**config.mk**
```make
export PLATFORM = sky130hd
export DESIGN_NAME = gray_seq_ctrl_flat
export DESIGN_NICKNAME = d
export VERILOG_FILES = /design/src/rtl/gray_seq_ctrl_pkg.sv /design/src/rtl/gray_seq_ctrl_if.sv /design/src/rtl/gray_seq_ctrl_bin2gray.sv /design/src/rtl/gray_seq_ctrl.sv /design/src/flat_wrapper.sv
export SDC_FILE = /design/constraint.sdc
export NUM_CORES = 1
export LEC_CHECK = 0
export ABC_AREA = 0
export CAP_MARGIN = 40
export CORE_MARGIN = 2
export CORE_UTILIZATION = 48
export DETAILED_ROUTE_END_ITERATION = 8
export PLACE_DENSITY_LB_ADDON = 0.3
export REMOVE_ABC_BUFFERS = 1
export SETUP_SLACK_MARGIN = 0.2
export SLEW_MARGIN = 30
export SYNTH_ARGS = -nofsm -noshare
export SYNTH_HDL_FRONTEND = slang
export SYNTH_SLANG_ARGS = --single-unit
```
**constraint.sdc**
```tcl
create_clock -name clk -period 2.4 [get_ports clk]
set_input_delay 0.24 -clock clk [delete_from_list [all_inputs] [get_ports clk]]
set_output_delay 0.24 -clock clk [all_outputs]
set_load 0.02 [all_outputs]
```
**src/rtl/gray_seq_ctrl_pkg.sv**
```systemverilog
// Shared types and constants for the Gray-code sequencer.
package gray_seq_ctrl_pkg;

    typedef enum logic [1:0] {
        ST_IDLE = 2'd0,
        ST_RUN  = 2'd1,
        ST_DONE = 2'd2
    } state_t;

    localparam logic DIR_UP   = 1'b0;
    localparam logic DIR_DOWN = 1'b1;

endpackage

```
**src/rtl/gray_seq_ctrl_if.sv**
```systemverilog
// Control and valid/ready code stream between the sequencer and its host/consumer.
interface gray_seq_ctrl_if #(parameter int W = 3);

    logic         start;
    logic         stop;
    logic         dir;
    logic         cont;
    logic         out_ready;
    logic         g_valid;
    logic [W-1:0] g;
    logic [W-1:0] b;
    logic         busy;
    logic         done;

    // Sequencer side
    modport master (
        input  start, stop, dir, cont, out_ready,
        output g_valid, g, b, busy, done
    );

    // Host / consumer side
    modport slave (
        output start, stop, dir, cont, out_ready,
        input  g_valid, g, b, busy, done
    );

endinterface

```
**src/rtl/gray_seq_ctrl_bin2gray.sv**
```systemverilog
// Combinational binary-to-Gray converter: g[W-1] = b[W-1], g[i] = b[i+1] ^ b[i].
module bin2gray #(
    parameter int W = 3
) (
    input  logic [W-1:0] b,
    output logic [W-1:0] g
);

    assign g = b ^ (b >> 1);

endmodule

```
**src/rtl/gray_seq_ctrl.sv**
```systemverilog
// Gray-code sweep sequencer: steps a binary index up or down through all
// 2^W codes (once or continuously) and offers each Gray code on valid/ready.
//
//   state   | meaning
//   --------+-----------------------------------------------------------
//   ST_IDLE | waiting for start; no valid code
//   ST_RUN  | code on g/b is valid; advances on each accepted transfer
//   ST_DONE | single sweep finished; one-cycle done pulse, then IDLE
module gray_seq_ctrl
    import gray_seq_ctrl_pkg::*;
#(
    parameter int W = 3
) (
    input  logic            clk,
    input  logic            rst,
    gray_seq_ctrl_if.master bus
);

    localparam logic [W-1:0] B_ONES     = '1;
    localparam logic [W:0]   SWEEP_LAST = {1'b0, {W{1'b1}}};

    state_t         r_state;
    state_t         w_state_nxt;
    logic [W-1:0]   r_b;
    logic [W-1:0]   w_b_nxt;
    logic [W-1:0]   r_g;
    logic [W-1:0]   w_g_nxt;
    logic [W-1:0]   w_b_step;
    logic [W:0]     r_cnt;
    logic [W:0]     w_cnt_nxt;
    logic           r_dir;
    logic           w_dir_nxt;
    logic           r_cont;
    logic           w_cont_nxt;
    logic           w_xfer;

    assign w_xfer   = (r_state == ST_RUN) && bus.out_ready;
    assign w_b_step = (r_dir == DIR_UP) ? (r_b + 1'b1) : (r_b - 1'b1);

    // Gray is computed from the next index so g is registered together with b.
    bin2gray #(.W(W)) u_bin2gray (
        .b (w_b_nxt),
        .g (w_g_nxt)
    );

    // Next-state, next-index and sweep bookkeeping.
    always_comb begin
        w_state_nxt = r_state;
        w_b_nxt     = r_b;
        w_cnt_nxt   = r_cnt;
        w_dir_nxt   = r_dir;
        w_cont_nxt  = r_cont;
        case (r_state)
            ST_IDLE: begin
                if (bus.start) begin
                    w_state_nxt = ST_RUN;
                    w_dir_nxt   = bus.dir;
                    w_cont_nxt  = bus.cont;
                    w_cnt_nxt   = '0;
                    w_b_nxt     = (bus.dir == DIR_DOWN) ? B_ONES : '0;
                end
            end
            ST_RUN: begin
                if (w_xfer) begin
                    w_cnt_nxt = r_cnt + 1'b1;
                end
                // stop takes priority; a coincident transfer is still counted
                // but the index does not advance.
                if (bus.stop) begin
                    w_state_nxt = ST_IDLE;
                end else if (w_xfer) begin
                    if (!r_cont && (r_cnt == SWEEP_LAST)) begin
                        w_state_nxt = ST_DONE;
                    end else begin
                        w_b_nxt = w_b_step;
                    end
                end
            end
            ST_DONE: begin
                w_state_nxt = ST_IDLE;
            end
            default: begin
                w_state_nxt = ST_IDLE;
            end
        endcase
    end

    // State and datapath registers with synchronous reset.
    always_ff @(posedge clk) begin
        if (rst) begin
            r_state <= ST_IDLE;
            r_b     <= '0;
            r_g     <= '0;
            r_cnt   <= '0;
            r_dir   <= 1'b0;
            r_cont  <= 1'b0;
        end else begin
            r_state <= w_state_nxt;
            r_b     <= w_b_nxt;
            r_g     <= w_g_nxt;
            r_cnt   <= w_cnt_nxt;
            r_dir   <= w_dir_nxt;
            r_cont  <= w_cont_nxt;
        end
    end

    assign bus.g_valid = (r_state == ST_RUN);
    assign bus.busy    = (r_state == ST_RUN);
    assign bus.done    = (r_state == ST_DONE);
    assign bus.g       = r_g;
    assign bus.b       = r_b;

endmodule

```
**src/flat_wrapper.sv**
```systemverilog
// flat-port wrapper written by rule: the top's interface ports become plain ports
module gray_seq_ctrl_flat import gray_seq_ctrl_pkg::*;
#(
    parameter int W = 3
)
  (clk, rst, bus_start, bus_stop, bus_dir, bus_cont, bus_out_ready, bus_g_valid, bus_g, bus_b, bus_busy, bus_done);
  gray_seq_ctrl_if #(.W(W)) bus_i ();
  input  logic clk;
  input  logic rst;
  input wire logic [$bits(bus_i.start)-1:0] bus_start;
  input wire logic [$bits(bus_i.stop)-1:0] bus_stop;
  input wire logic [$bits(bus_i.dir)-1:0] bus_dir;
  input wire logic [$bits(bus_i.cont)-1:0] bus_cont;
  input wire logic [$bits(bus_i.out_ready)-1:0] bus_out_ready;
  output wire logic [$bits(bus_i.g_valid)-1:0] bus_g_valid;
  output wire logic [$bits(bus_i.g)-1:0] bus_g;
  output wire logic [$bits(bus_i.b)-1:0] bus_b;
  output wire logic [$bits(bus_i.busy)-1:0] bus_busy;
  output wire logic [$bits(bus_i.done)-1:0] bus_done;
  assign bus_i.start = bus_start;
  assign bus_i.stop = bus_stop;
  assign bus_i.dir = bus_dir;
  assign bus_i.cont = bus_cont;
  assign bus_i.out_ready = bus_out_ready;
  assign bus_g_valid = bus_i.g_valid;
  assign bus_g = bus_i.g;
  assign bus_b = bus_i.b;
  assign bus_busy = bus_i.busy;
  assign bus_done = bus_i.done;
  gray_seq_ctrl #(.W(W)) u_core (.clk(clk), .rst(rst), .bus(bus_i));
endmodule
```
==> Word-level counts from Yosys, hierarchy flattened <==
Index checks and enable logic that the tools add are counted.
{ "word_totals": {"memories": 0, "out_inout_bits": 9, "input_bits": 7, "latch_bits": 0, "mem_bits_rw": 0, "mem_bits_ro": 0, "register_bits": 14, "wordCells": 40} }
{ "classes": {"n_shift": 0, "eq_ne": 7, "bitwise": 1, "add_sub_neg": 3, "magnitude_cmp": 0, "div_mod_pow": 0, "n_mux": 15, "mul": 0, "reduce_logical": 8} }
{ "op_table": {"columns": ["cell", "count"], "rows": [
  ["$mux W3", 6],
  ["$mux W2", 4],
  ["$mux W4", 2],
  ["$pmux W4 S2", 1],
  ["$ne A3 B2 Y1 const B", 2],
  ["$pmux W3 S2", 1],
  ["$reduce_and A3 Y1", 2],
  ["$add A4 B1 Y4 const B", 1],
  ["$eq A4 B3 Y1 const B", 1],
  ["$pmux W2 S2", 1],
  ["$add A3 B1 Y3 const B", 1],
  ["$sub A3 B1 Y3 const B", 1],
  ["$xor A3 B2 Y3", 1],
  ["$eq A2 B1 Y1 const B", 1],
  ["$eq A2 B2 Y1 const B", 1],
  ["$logic_and A1 B1 Y1", 2],
  ["$logic_not A2 Y1", 1],
  ["$ne A2 B1 Y1 const B", 1],
  ["$ne A2 B2 Y1 const B", 1],
  ["$reduce_and A2 Y1", 1],
  ["$reduce_bool A2 Y1", 1],
  ["$logic_not A1 Y1", 1]
]} }

==> Logic depth before layout (Yosys ltp) <==
{ "depth": {"ltp_word": 7, "ltp_mapped": 6, "ltp_nobuf": 6} }

==> Cells and area by module <==
Synthesis repeated with hierarchy kept, for this count alone.
{ "unflattened": {"hier_cells": 78, "area_unflattened_um2": 706.9} }
{ "modules_own_cells": {"columns": ["module", "n_inst", "area_each_um2", "cells_per_inst", "seq_area_each_um2"], "rows": [
  ["gray_seq_ctrl", 1, 681.9, 75, 280.3],
  ["bin2gray", 1, 25.0, 3, 0.0]
]} }

==> Worst setup path before layout <==
OpenSTA, ideal clock, no wires.
{ "synth_timing": {"path_type": "register -> register", "start": "reg u_core.r_b[1] (netlist: u_core.bus.b[1])", "end": "reg u_core.r_g[1] (netlist: u_core.bus.g[1])", "path_buffers": 0, "path_stages_with_launch": 6, "required_time_ns": 2.272, "path_slack_ns": 0.519, "period_less_slack_ns": 1.881, "t_arrival_ns": 1.753, "setup_ns": 0.128, "cell_sequence": "dfxtp_1 -> fa_1 -> and4_4 -> a2111oi_4 -> xor2_1 -> nor2_1"} }
{ "synth_between": {"elab_chain_len": 7, "elab_cells_between_ends": 9, "classes_between": "2 x add/sub; 6 x mux; 1 x bitwise"} }
{ "synth_lines": {"columns": ["element", "line", "source"], "rows": [
  ["from (decl)", "gray_seq_ctrl.sv:24", "logic [W-1:0] r_b;"],
  ["from (signal assigned)", "gray_seq_ctrl.sv:99", "r_b <= w_b_nxt;"],
  ["$add A3 B1 Y3 or $sub A3 B1 Y3 (tied branches)", "gray_seq_ctrl.sv:38", "assign w_b_step = (r_dir == DIR_UP) ? (r_b + 1'b1) : (r_b - 1'b1);"],
  ["$mux W3", "gray_seq_ctrl.sv:38", null],
  ["$mux W3", "gray_seq_ctrl.sv:72", "if (!r_cont && (r_cnt == SWEEP_LAST)) begin"],
  ["$mux W3", "gray_seq_ctrl.sv:71", "end else if (w_xfer) begin"],
  ["$mux W3", "gray_seq_ctrl.sv:69", "if (bus.stop) begin"],
  ["$pmux W3 S2 (*)", "gray_seq_ctrl.sv:53", "case (r_state)"],
  ["$xor A3 B2 Y3 (*)", "gray_seq_ctrl_bin2gray.sv:9", "assign g = b ^ (b >> 1);"],
  ["to (signal assigned)", "gray_seq_ctrl.sv:100", "r_g <= w_g_nxt;"],
  ["to (decl)", "gray_seq_ctrl.sv:26", "logic [W-1:0] r_g;"]
]} }
Every way passes the cells marked *; elsewhere a longest branch is shown, timed or not.
A chain may end at the register's enable or synchronous reset.

==> Worst setup path in the final report <==
{ "layout_timing": {"start": "reg u_core.r_state[1]", "end": "reg u_core.r_g[1] (netlist: u_core.bus.g[1])"} }
{ "layout_between": {"elab_chain_len": 6, "elab_cells_between_ends": 7, "classes_between": "1 x eq/ne; 3 x mux; 1 x bitwise; 2 x reduce/logical"} }
{ "layout_lines": {"columns": ["element", "line", "source"], "rows": [
  ["from (decl)", "gray_seq_ctrl.sv:22", "state_t r_state;"],
  ["from (signal assigned)", "gray_seq_ctrl.sv:98", "r_state <= w_state_nxt;"],
  ["$eq A2 B1 Y1", "gray_seq_ctrl.sv:37, gray_seq_ctrl.sv:53", null],
  ["$logic_and A1 B1 Y1", "gray_seq_ctrl.sv:37", "assign w_xfer = (r_state == ST_RUN) && bus.out_ready;"],
  ["$mux W3", "gray_seq_ctrl.sv:71", null],
  ["$mux W3", "gray_seq_ctrl.sv:69", null],
  ["$pmux W3 S2 (*)", "gray_seq_ctrl.sv:53", null],
  ["$xor A3 B2 Y3 (*)", "gray_seq_ctrl_bin2gray.sv:9", null]
]} }
Marked as above.

==> flow_results.org <==
** Run status
- The flow ran to the end, and the final reports show no timing, DRC or antenna violations.

** Detailed routing
- The pre-antenna-repair detailed-routing pass consisted of 4 iterations.
- Detailed-route wire length :: 1.55 mm
- Initial drt markers :: 13
- Using the TritonRoute via totals, the vias-per-cell ratio works out to 5.86.
- Across all layers, the routed design uses 633 vias.
- DRC errors left :: 0
- After detailed routing, the average wire length per cell comes to between 10 and 15 µm.
- In this run the remaining antenna-violating nets after routing total 0.

** Synth
- Cell types occupying the most area after synthesis :: dfxtp_1, and4bb_2, xor2_1
- The biggest area contributor in the post-synthesis netlist is dfxtp_1.
- The synthesized design devotes to its leading area cell type 35.1% of total area.
- Summing the sequential cell areas from Yosys gives 35.1% of the chip area.
- In the synthesized netlist the dominant register cell turns out to be dfxtp_1.
- Post-synth ARST share :: 0%
- Dividing the synthesized area by the synthesized cell count gives 9.51 µm².
- FF+latch count, synth :: 13
- Mapped cell area :: 742 µm²
- Synthesis produced 78 cells.
- The netlist uses 38 different library cells.
- Number of warning messages in the yosys log :: 0
- Number of synthesized flops with an enable pin :: 0

** Global routing
- The via count of the first global-routing pass is between 500 and 600.
- Global routing usage summed across all routing layers :: 18.9%
- The first global-routing pass estimated 2.61 mm of wire.
- Entering global routing, the biggest net connects 15 pins.
- Initial antenna violation count :: 0
- Total global routing overflow :: 0

** Clocking
- Clock-pin slew of the registers on the worst-case setup and hold paths :: 0.08 ns
- CTS placed an instance of clkbuf_4 at the clock tree root.
- Post-CTS setup buffer count :: 0
- CTS tree :: yes
- In this run the number of H-tree levels came out at 1.
- For the worst-skew pair, the clock arrives at the later sink with an insertion delay of 0.27 ns.
- In this run, CTS created clock tree buffers numbering 3.
- The clock passes through at most 2 buffers.
- The clock drives 13 sinks.

** Placed design
- OpenSTA, run right after detailed placement, puts the worst setup slack at 0.378 ns.
- Routability-driven placement finished with a final weighted congestion of roughly 0.77.
- The number of placed instances, taps included, is 104.
- Once placement finished, the instance area stood at a little under 900 µm².
- Detailed placement HPWL :: about 1.1 mm
- Number of buffers added on ports :: 15

** Floorplanning
- The core region is 0.00147 mm².
- The floorplan step defined a die boundary enclosing 0.00188 mm².
- In this run the count of I/O pins placed on the die edge is 16.
- Measured along the y axis, the die boundary spans about 43 µm.
- Measured along the x axis, the die boundary spans 43.3 µm.
- Once the floorplan was initialized, standard cells occupied 50.4% of the core.
- Row generation in the floorplan step produced 14 rows.

** Cells and area
- The area growth from synthesis to layout is 22.6%.
- Utilization after layout :: 61.8%
- The finished layout holds about 110 standard cells, fillers aside.
- The finished cells cover 910 µm².
- Antenna Diode Count :: 0
- Layout net count :: 102
- Fraction of final layout cells sized beyond drive strength 1 :: between 10% and 20%

** STA
- Endpoints failing setup :: 0
- Number of slew-limit violations in the final report :: 0
- Summed negative setup slack over all endpoints :: 0 ns
- Final min period :: between 1.5 and 2 ns
- Setup repair after global routing left no endpoint under its margin.
- Setup slack closes at 0.435 ns.
- The worst path uses 81.9% of the clock period.
- The final hold violation count was 0.
- For the pin with the worst max-slew slack, the measured transition is 0.497 ns.
- Worst-case clock skew :: 0.00261 ns
- Worst Hold Slack :: slightly below 0.5 ns
- Static timing analysis puts the maximum clock frequency at 0.509 GHz.
- The worst pin sits at a relative slew slack of roughly 67%.

** Setup path
- Total buffers and inverters traversed by the critical path :: 1
- Capture point of the worst reg-to-reg path :: u_core.bus.g[1]$_SDFF_PP0_
- Among all stages on the critical path, the largest delay is contributed by dfxtp_1.
- Critical Setup Path Class :: reg2reg
- In this design, the stage delay of the slowest critical-path cell is 0.60 ns.
- Cell type group with the largest total delay on the critical path :: flip-flops
- Capturing element type of the critical path :: register
- The worst register-to-register path has a depth of 6.
- Cell-by-cell trace of the critical path :: or2b_1 -> inv_1 -> and4_4 -> a2111oi_4 -> xor2_1 -> nor2_1
- For the worst setup path, the data required time is 2.55 ns.
- Type of origin of the critical path :: register
- Along the worst path, the maximum fanout reaches 14.
- Arrival time at the worst endpoint :: 2.12 ns
- FF-to-FF Start :: u_core.r_state[1]$_SDFFE_PP0P_
- Worst setup slack for register-to-register paths :: 0.44 ns

** Power
- The share of total power dissipated in combinational logic is approximately 22%.
- Switching Power :: about 0.14 mW
- Dividing total power by cell area gives a power density of between 500 and 600 mW/mm².
- Power comes to just under 0.5 mW.
- Clock group share of total power :: 27.7%
- Maximum VDD drop :: 0.292 mV
- Switching share of power :: between 20% and 30%
- The internal portion of the total power is between 0.3 and 0.4 mW.
- Fraction of power consumed by sequential logic :: ~50%
- Summed over all cells, the static leakage comes to 0.351 nW.

** Run
- Across the run, the number of max-cap violations was 0.

** Min path
- The worst hold path terminates at u_core.r_cont$_SDFFE_PP0P_.
- The worst hold path begins at u_core.r_cont$_SDFFE_PP0P_.
- Worst hold-check path type :: reg2reg
- The worst hold path passes through 2 cells.
## tightest hold or removal path, delay by kind of cell (launching register included)
kind / cells / cell delay, ns
and+or+nand+nor: 1 / 0.06
DFF: 1 / 0.33
AOI/OAI and AO/OA: 1 / 0.05
## cell usage after synthesis, drive strengths merged (2+ instances only)
master   count
and4bb       3
nand4bb      2
or3b         2
xnor2        2
dfxtp       13
nand2        5
nor2         6
a21oi        6
buf          4
nor3b        2
o211ai       3
nor3         4
xor2         4
## layout make-up
class                   instances  area (µm²)
flip-flops and latches         13         262
fillers                       135         562
repair buffers                 15         155
clock buffers                   4        26.3
well taps                      16        20.0
multi-input cells              59         443
inverters                       1        3.75
## placed cells by master (no fill, tap or decap), types with 2 or more instances in the layout
master / count
clkdlybuf4s50_1: 13
dfxtp_1: 12
a21oi_1: 6
nor2_1: 6
nand2_1: 5
nor3_1: 4
xor2_1: 4
and4bb_2: 3
o211ai_1: 3
clkbuf_4: 3
nor3b_1: 2
nand4bb_1: 2
xnor2_1: 2
dlymetal6s2s_1: 2
## timing repair
action | 4_1_cts | 5_1_grt
endpoints found under the setup margin | 2 | 2
endpoints found under the hold margin | 0 | 0
gates resized for setup | 1 | 2
hold buffers | 0 | 0
## power groups by stage
stage	logic [mW]	clock network [mW]	registers, mW
after floorplan	0.0486	0	0.256
after global placement	0.106	0	0.246
after detailed placement	0.108	0	0.246
after CTS	0.109	0.141	0.242
after global routing	0.116	0.152	0.243
final	0.107	0.134	0.241
## routing by layer
| metal | vias to the layer above | part of all wire, % | wire length (µm) | global-route usage (%) |
|---|---|---|---|---|
| met3 | 2 | 4.9 | 76 | 7.66 |
| met1 | 303 | 46 | 708 | 24.4 |
| li1 | 313 | - | - | - |
| met4 | 0 | 0.84 | 13 | 5.45 |
| met2 | 15 | 48 | 749 | 29.0 |
| met5 | - | 0 | 0 | 0 |
## cell families (layout without fill, tap and decap cells)
| family | count (synthesis) | after routing | synth area share, % |
|---|---|---|---|
| compound gates | 13 | 13 | 13.7 |
| xor+xnor | 6 | 6 | 7.08 |
| fa+ha+maj | 2 | 2 | 4.38 |
| simple gates | 37 | 37 | 33.2 |
| mux | 1 | 1 | 1.35 |
| buf+inv | 6 | 20 | 5.23 |
| flops | 13 | 13 | 35.1 |
## registers in the layout, summed over array words and instances, names as in the netlist
signal,flops
u_core.bus.b,3
u_core.r_cnt,4
u_core.r_cont,1
u_core.bus.g,2
u_core.r_state,2
u_core.r_dir,1
## worst max-delay path by stage
stage / slack [ns] / cells past startpoint / start / endpoint
floorplan: 0.53 / 5 / u_core.bus.b[1]$_SDFF_PP0_ / u_core.bus.g[1]$_SDFF_PP0_
global placement: 0.41 / 6 / bus_stop / u_core.bus.g[1]$_SDFF_PP0_
detailed placement: 0.38 / 6 / bus_out_ready / u_core.bus.g[1]$_SDFF_PP0_
CTS: 0.25 / 3 / u_core.r_state[1]$_SDFFE_PP0P_ / bus_busy
global route: 0.30 / 6 / u_core.r_state[1]$_SDFFE_PP0P_ / u_core.bus.g[1]$_SDFF_PP0_
finish: 0.44 / 6 / u_core.r_state[1]$_SDFFE_PP0P_ / u_core.bus.g[1]$_SDFF_PP0_
Power figures use the tool's default switching activity.
